`src/rtl/e_m_reg.sv`:
```
// E/M pipeline register: captures execute-stage results for the memory stage,
// merging ALU/address overflow into the exception code and killing side effects of faulting instructions.
module e_m_reg (
  input  logic        clk,
  input  logic        reset,
  input  logic        stall,
  input  logic        flush,
  input  logic        E_Valid,
  input  logic [31:0] E_PC,
  input  logic [31:0] E_Instr,
  input  logic [31:0] E_ALURes,
  input  logic [31:0] E_WriteData,
  input  logic [4:0]  E_WriteReg,
  input  logic        E_BD,
  input  logic [4:0]  E_ExcCode,
  input  logic        E_Ari_Ov,
  input  logic        E_DM_Ov,
  input  logic        E_IsLoad,
  input  logic        E_IsStore,
  output logic        M_Valid,
  output logic [31:0] M_PC,
  output logic [31:0] M_Instr,
  output logic [31:0] M_ALURes,
  output logic [31:0] M_WriteData,
  output logic [4:0]  M_WriteReg,
  output logic        M_BD,
  output logic [4:0]  M_ExcCode,
  output logic        M_IsLoad,
  output logic        M_IsStore
);

  localparam logic [4:0] EXC_NONE = 5'd0;
  localparam logic [4:0] EXC_ADEL = 5'd4;
  localparam logic [4:0] EXC_ADES = 5'd5;
  localparam logic [4:0] EXC_OV   = 5'd12;

  logic [4:0] w_mergedExc;
  logic       w_killCtrl;

  logic        r_valid;
  logic [31:0] r_pc;
  logic [31:0] r_instr;
  logic [31:0] r_aluRes;
  logic [31:0] r_writeData;
  logic [4:0]  r_writeReg;
  logic        r_bd;
  logic [4:0]  r_excCode;
  logic        r_isLoad;
  logic        r_isStore;

  // An exception raised earlier in the pipe outranks anything detected in E.
  always_comb begin
    w_mergedExc = EXC_NONE;
    if (E_Valid) begin
      if (E_ExcCode != EXC_NONE)        w_mergedExc = E_ExcCode;
      else if (E_Ari_Ov)                w_mergedExc = EXC_OV;
      else if (E_DM_Ov && E_IsLoad)     w_mergedExc = EXC_ADEL;
      else if (E_DM_Ov && E_IsStore)    w_mergedExc = EXC_ADES;
    end
    w_killCtrl = !E_Valid || (w_mergedExc != EXC_NONE);
  end

  always_ff @(posedge clk) begin
    if (reset || flush) begin
      r_valid     <= 1'b0;
      r_pc        <= '0;
      r_instr     <= '0;
      r_aluRes    <= '0;
      r_writeData <= '0;
      r_writeReg  <= '0;
      r_bd        <= 1'b0;
      r_excCode   <= '0;
      r_isLoad    <= 1'b0;
      r_isStore   <= 1'b0;
    end else if (!stall) begin
      r_valid     <= E_Valid;
      r_pc        <= E_PC;
      r_instr     <= E_Instr;
      r_aluRes    <= E_ALURes;
      r_writeData <= E_WriteData;
      r_writeReg  <= w_killCtrl ? 5'd0 : E_WriteReg;
      r_bd        <= E_BD;
      r_excCode   <= w_mergedExc;
      r_isLoad    <= w_killCtrl ? 1'b0 : E_IsLoad;
      r_isStore   <= w_killCtrl ? 1'b0 : E_IsStore;
    end
  end

  assign M_Valid     = r_valid;
  assign M_PC        = r_pc;
  assign M_Instr     = r_instr;
  assign M_ALURes    = r_aluRes;
  assign M_WriteData = r_writeData;
  assign M_WriteReg  = r_writeReg;
  assign M_BD        = r_bd;
  assign M_ExcCode   = r_excCode;
  assign M_IsLoad    = r_isLoad;
  assign M_IsStore   = r_isStore;

endmodule

```
`config.mk`:
```
export PLATFORM = sky130hd
export DESIGN_NAME = e_m_reg
export DESIGN_NICKNAME = d
export VERILOG_FILES = /design/src/rtl/e_m_reg.sv
export SDC_FILE = /design/constraint.sdc
export NUM_CORES = 1
export LEC_CHECK = 0
export ABC_AREA = 0
export CORE_ASPECT_RATIO = 1.2
export CORE_MARGIN = 4
export CORE_UTILIZATION = 41
export DETAILED_ROUTE_END_ITERATION = 10
export PLACE_DENSITY = 0.95
export SYNTH_ARGS = -nofsm -noshare
export SYNTH_HDL_FRONTEND = slang
export SYNTH_SLANG_ARGS = --single-unit
export TNS_END_PERCENT = 1
```
`constraint.sdc`:
```
create_clock -name clk -period 3 [get_ports clk]
set_input_delay 0.6 -clock clk [delete_from_list [all_inputs] [get_ports clk]]
set_output_delay 0.6 -clock clk [all_outputs]
set_load 0.05 [all_outputs]
```
==> flow_summary.html <==
<table>
<tr><th>Metric</th><th>Value</th></tr>
<tr><th colspan="2">Timing</th></tr>
<tr><td>RSZ-0062 raised after global routing</td><td>false</td></tr>
<tr><td>Setup_tns</td><td>0 ns</td></tr>
<tr><td>Number of failing setup endpoints in the final timing report</td><td>0</td></tr>
<tr><td>Number of hold violations in the final report</td><td>0</td></tr>
<tr><td>Achievable clock frequency</td><td>456 MHz</td></tr>
<tr><td>Number of max-slew violations in the final report</td><td>0</td></tr>
<tr><td>Worst-Margin Slew</td><td>0.838 ns</td></tr>
<tr><td>Final cycle utilization of the critical path</td><td>73.1%</td></tr>
<tr><td>Minimum clock period</td><td>2.19 ns</td></tr>
<tr><td>Worst slew margin relative to its limit</td><td>44.2%</td></tr>
<tr><td>Post-route clock skew</td><td>0 ns</td></tr>
<tr><th colspan="2">Worst hold path</th></tr>
<tr><td>Worst hold path startpoint</td><td>M_WriteReg[0]</td></tr>
<tr><td>Endpoint, Worst Hold</td><td>M_WriteReg[0]</td></tr>
<tr><td>Worst hold path type</td><td>reg2reg</td></tr>
<tr><td>Number of cells on the worst hold path</td><td>2</td></tr>
<tr><th colspan="2">Power and ir drop</th></tr>
<tr><td>Internal power component</td><td>0.00362 W</td></tr>
<tr><td>Power density over the cells</td><td>559 mW/mm^2</td></tr>
<tr><td>Seq pwr share</td><td>40.8%</td></tr>
<tr><td>Switching power of the nets</td><td>0.00124 W</td></tr>
<tr><td>Clock Power Share</td><td>43.6%</td></tr>
<tr><td>Sw frac</td><td>25.5%</td></tr>
<tr><td>Combinational power share</td><td>15.6%</td></tr>
<tr><td>Peak supply drop</td><td>298 uV</td></tr>
<tr><td>Leakage component of the power</td><td>3.53 nW</td></tr>
<tr><th colspan="2">Route</th></tr>
<tr><td>Starting DRT DRC Count</td><td>192</td></tr>
<tr><td>Drt total wl</td><td>15400 um</td></tr>
<tr><td>Sum of routed wire segments on met1</td><td>5390 um</td></tr>
<tr><td>Highest routed metal layer</td><td>met4</td></tr>
<tr><td>Routed wire length per instance</td><td>16.5 um</td></tr>
<tr><td>Mean number of vias per cell</td><td>4.82</td></tr>
<tr><td>DRC violations left</td><td>0</td></tr>
<tr><td>WL met2</td><td>7920 um</td></tr>
<tr><td>Antenna Violating Nets Remaining</td><td>0</td></tr>
<tr><td>Vias post-DR</td><td>4509</td></tr>
<tr><td>Length of the first detailed-routing pass in iterations</td><td>4</td></tr>
<tr><td>Met3 WL</td><td>1620 um</td></tr>
<tr><th colspan="2">Synthesis</th></tr>
<tr><td>Primary FF master, synth</td><td>sky130_fd_sc_hd__dfxtp_1</td></tr>
<tr><td>Number of flops mapped to enable cells by yosys</td><td>0</td></tr>
<tr><td>Largest cells by area after synthesis</td><td>sky130_fd_sc_hd__dfxtp_1, sky130_fd_sc_hd__mux2i_1, sky130_fd_sc_hd__nor2_1</td></tr>
<tr><td>Most used standard cell by instance count after synthesis</td><td>sky130_fd_sc_hd__dfxtp_1</td></tr>
<tr><td>Post-synth top area cell</td><td>sky130_fd_sc_hd__dfxtp_1</td></tr>
<tr><td>Yosys warning total</td><td>0</td></tr>
<tr><td>Async set-reset flop share out of synthesis</td><td>0%</td></tr>
<tr><td>Cell area after technology mapping</td><td>0.00508 sq mm</td></tr>
<tr><td>Flops &amp; latches, synth</td><td>142</td></tr>
<tr><td>Post-Syn Area per Cell</td><td>10.5 sq um</td></tr>
<tr><td>Syn Nets</td><td>630</td></tr>
<tr><td>Number of different library cells in the post-synthesis netlist</td><td>24</td></tr>
<tr><td>Sequential-to-total area share from yosys stat</td><td>56.0%</td></tr>
<tr><td>Proportion of netlist area held by the largest area contributor</td><td>56.0%</td></tr>
<tr><td>Cells after Synth</td><td>482</td></tr>
<tr><td>Commonest cells post-synth</td><td>sky130_fd_sc_hd__dfxtp_1, sky130_fd_sc_hd__nor2_1, sky130_fd_sc_hd__mux2i_1</td></tr>
<tr><th colspan="2">Clock tree</th></tr>
<tr><td>Cell at the root of the clock tree</td><td>sky130_fd_sc_hd__clkbuf_16</td></tr>
<tr><td>Total of cells resized after clock tree synthesis</td><td>0</td></tr>
<tr><td>Clock latency reported for the late side of the worst-skew pair</td><td>0.40 ns</td></tr>
<tr><td>Number of levels in the clock H-tree</td><td>4</td></tr>
<tr><td>CTS Hold Buffers Added</td><td>0</td></tr>
<tr><td>TritonCTS sink count</td><td>142</td></tr>
<tr><td>Clk buf depth</td><td>2</td></tr>
<tr><td>Clock tree from TritonCTS</td><td>yes</td></tr>
<tr><td>Clock slew at the register clock pins of the worst setup and hold paths</td><td>0.06 ns</td></tr>
<tr><td>Inserted Clock Buffers</td><td>17</td></tr>
<tr><td>Setup fix buffers added after clock tree synthesis</td><td>0</td></tr>
<tr><th colspan="2">Global route</th></tr>
<tr><td>GRT Total Usage</td><td>21.2%</td></tr>
<tr><td>Leftover overflow at the end of global routing</td><td>0</td></tr>
<tr><td>Maximum number of pins on one net before global-route repair</td><td>134</td></tr>
<tr><td>Global-route wire length before repair</td><td>23600 um</td></tr>
<tr><td>Vias in the first global route</td><td>4857</td></tr>
<tr><td>Number of antenna violations at the first check in global routing</td><td>0</td></tr>
<tr><th colspan="2">Floorplanning</th></tr>
<tr><td>Height of the chip</td><td>130 um</td></tr>
<tr><td>Core ar.</td><td>0.0121 sq mm</td></tr>
<tr><td>Num rows</td><td>44</td></tr>
<tr><td>Die width</td><td>110 um</td></tr>
<tr><td>I/O pin total</td><td>290</td></tr>
<tr><td>Starting density of the core</td><td>41.9%</td></tr>
<tr><td>Total Die Area</td><td>0.0142 sq mm</td></tr>
<tr><th colspan="2">Setup path</th></tr>
<tr><td>Arrival time reported for the critical path endpoint</td><td>1.59 ns</td></tr>
<tr><td>Levels on crit path</td><td>1</td></tr>
<tr><td>Worst-case reg-to-reg path depth</td><td>2</td></tr>
<tr><td>Buf+Inv Stages, Crit Path</td><td>1</td></tr>
<tr><td>Critical path, cell by cell</td><td>clkdlybuf4s50_1</td></tr>
<tr><td>Cell with the largest stage delay on the worst path</td><td>sky130_fd_sc_hd__clkdlybuf4s50_1</td></tr>
<tr><td>Startpoint kind of the worst setup timing path</td><td>flip-flop</td></tr>
<tr><td>Cell family with the largest share of critical-path delay</td><td>buffers and inverters</td></tr>
<tr><td>Highest cell delay on the worst timing path</td><td>0.84 ns</td></tr>
<tr><td>Classification of the worst setup path</td><td>reg2out</td></tr>
<tr><td>Endpoint class of the critical path</td><td>primary output</td></tr>
<tr><td>Maximum fanout count along the critical path</td><td>2</td></tr>
<tr><td>Launch point of the worst reg-to-reg path</td><td>M_ExcCode[1]</td></tr>
<tr><td>Worst-case register-to-register setup slack</td><td>2.29 ns</td></tr>
<tr><td>R2R Path End</td><td>M_ExcCode[1]</td></tr>
<tr><td>Required time at the worst-slack endpoint</td><td>2.40 ns</td></tr>
<tr><th colspan="2">Placed design</th></tr>
<tr><td>Port Buf Inserts</td><td>289</td></tr>
<tr><td>Placed wire-length estimate after detailed placement</td><td>11400 um</td></tr>
<tr><td>Final Wtd Congestion</td><td>0.859</td></tr>
<tr><td>Inst Count DP</td><td>904</td></tr>
<tr><th colspan="2">Cells and area</th></tr>
<tr><td>Number of nets in the layout</td><td>910</td></tr>
<tr><td>Antenna diodes</td><td>0</td></tr>
<tr><td>Layout cells sized above 1</td><td>5.04%</td></tr>
<tr><td>Layout overhead on the synthesized area</td><td>70.9%</td></tr>
<tr><td>Number of cells in the finished layout apart from fillers</td><td>935</td></tr>
<tr><th colspan="2">Status</th></tr>
<tr><td>Status</td><td>finished clean</td></tr>
<tr><th colspan="2">Flow run</th></tr>
<tr><td># Max-Cap Violations</td><td>0</td></tr>
</table>
cell families after synthesis:
logic type,share of synthesized area (%)
flops,56.0
mux,25.4
simple gates,13.5
compound gates,2.12
buf+inv,2.98
power by group through the flow:
stage               Sequential, W  Combinational [W]  Clock [W]
floorplan                 0.00222           0.000200          0
global placement          0.00201           0.000742          0
detailed placement        0.00202           0.000758          0
CTS                       0.00198           0.000763    0.00216
global route              0.00198           0.000801    0.00223
finish                    0.00198           0.000759    0.00211
state kept, by name, indices dropped and copies added (netlist names):
signal	count
M_PC	32
M_WriteReg	5
M_WriteData	32
M_BD	1
M_IsLoad	1
M_ALURes	32
M_ExcCode	5
M_Instr	32
M_IsStore	1
M_Valid	1
how the worst max path moves through the flow:
stage / from / end / slack (ns)
after floorplan: E_ExcCode[0] / M_ExcCode[0] / 1.34
after global placement: E_ExcCode[0] / M_ExcCode[0] / 0.80
after detailed placement: E_ExcCode[0] / M_ExcCode[0] / 0.79
after CTS: M_ALURes[19] / M_ALURes[19] / 0.77
after global routing: M_WriteData[4] / M_WriteData[4] / 0.75
final: M_ALURes[19] / M_ALURes[19] / 0.81
cells in the final DEF, fill, tap and decap left out, types with 5 or more instances in the layout:
cell,n
sky130_fd_sc_hd__clkbuf_16,17
sky130_fd_sc_hd__clkdlybuf4s50_1,288
sky130_fd_sc_hd__clkinv_4,5
sky130_fd_sc_hd__dfxtp_1,142
sky130_fd_sc_hd__mux2i_1,129
sky130_fd_sc_hd__nor2_1,136
sky130_fd_sc_hd__o21ai_1,5
sky130_fd_sc_hd__nand3_1,12
per-layer routing:
layer | GRT usage [%] | vias to the layer above
met5 | 0 | -
met4 | 9.76 | 0
met3 | 9.20 | 31
met2 | 37.7 | 211
met1 | 21.1 | 2084
li1 | - | 2183
per-stage QoR:
stage	util [%]	power, W	area (sq um)	hold slack (ns)	setup slack (ns)
after floorplan	-	0.00242	5080	0.703	1.34
after global placement	66.7	0.00276	8080	0.466	0.797
after detailed placement	66.7	0.00278	8080	0.481	0.794
after CTS	71.7	0.00490	8680	0.489	0.772
after global routing	71.7	0.00502	8680	0.520	0.751
final	71.7	0.00485	8680	0.491	0.806
final cells by class:
class	count	area (sq um)
Tap cell	161	201
Sequential cell	142	2840
Timing Repair Buffer	293	2950
Clock inverter	13	168
Fill cell	846	3430
Multi-Input combinational cell	307	2090
Clock buffer	18	429
Inverter	1	3.75
Power figures use the tool's default switching activity.
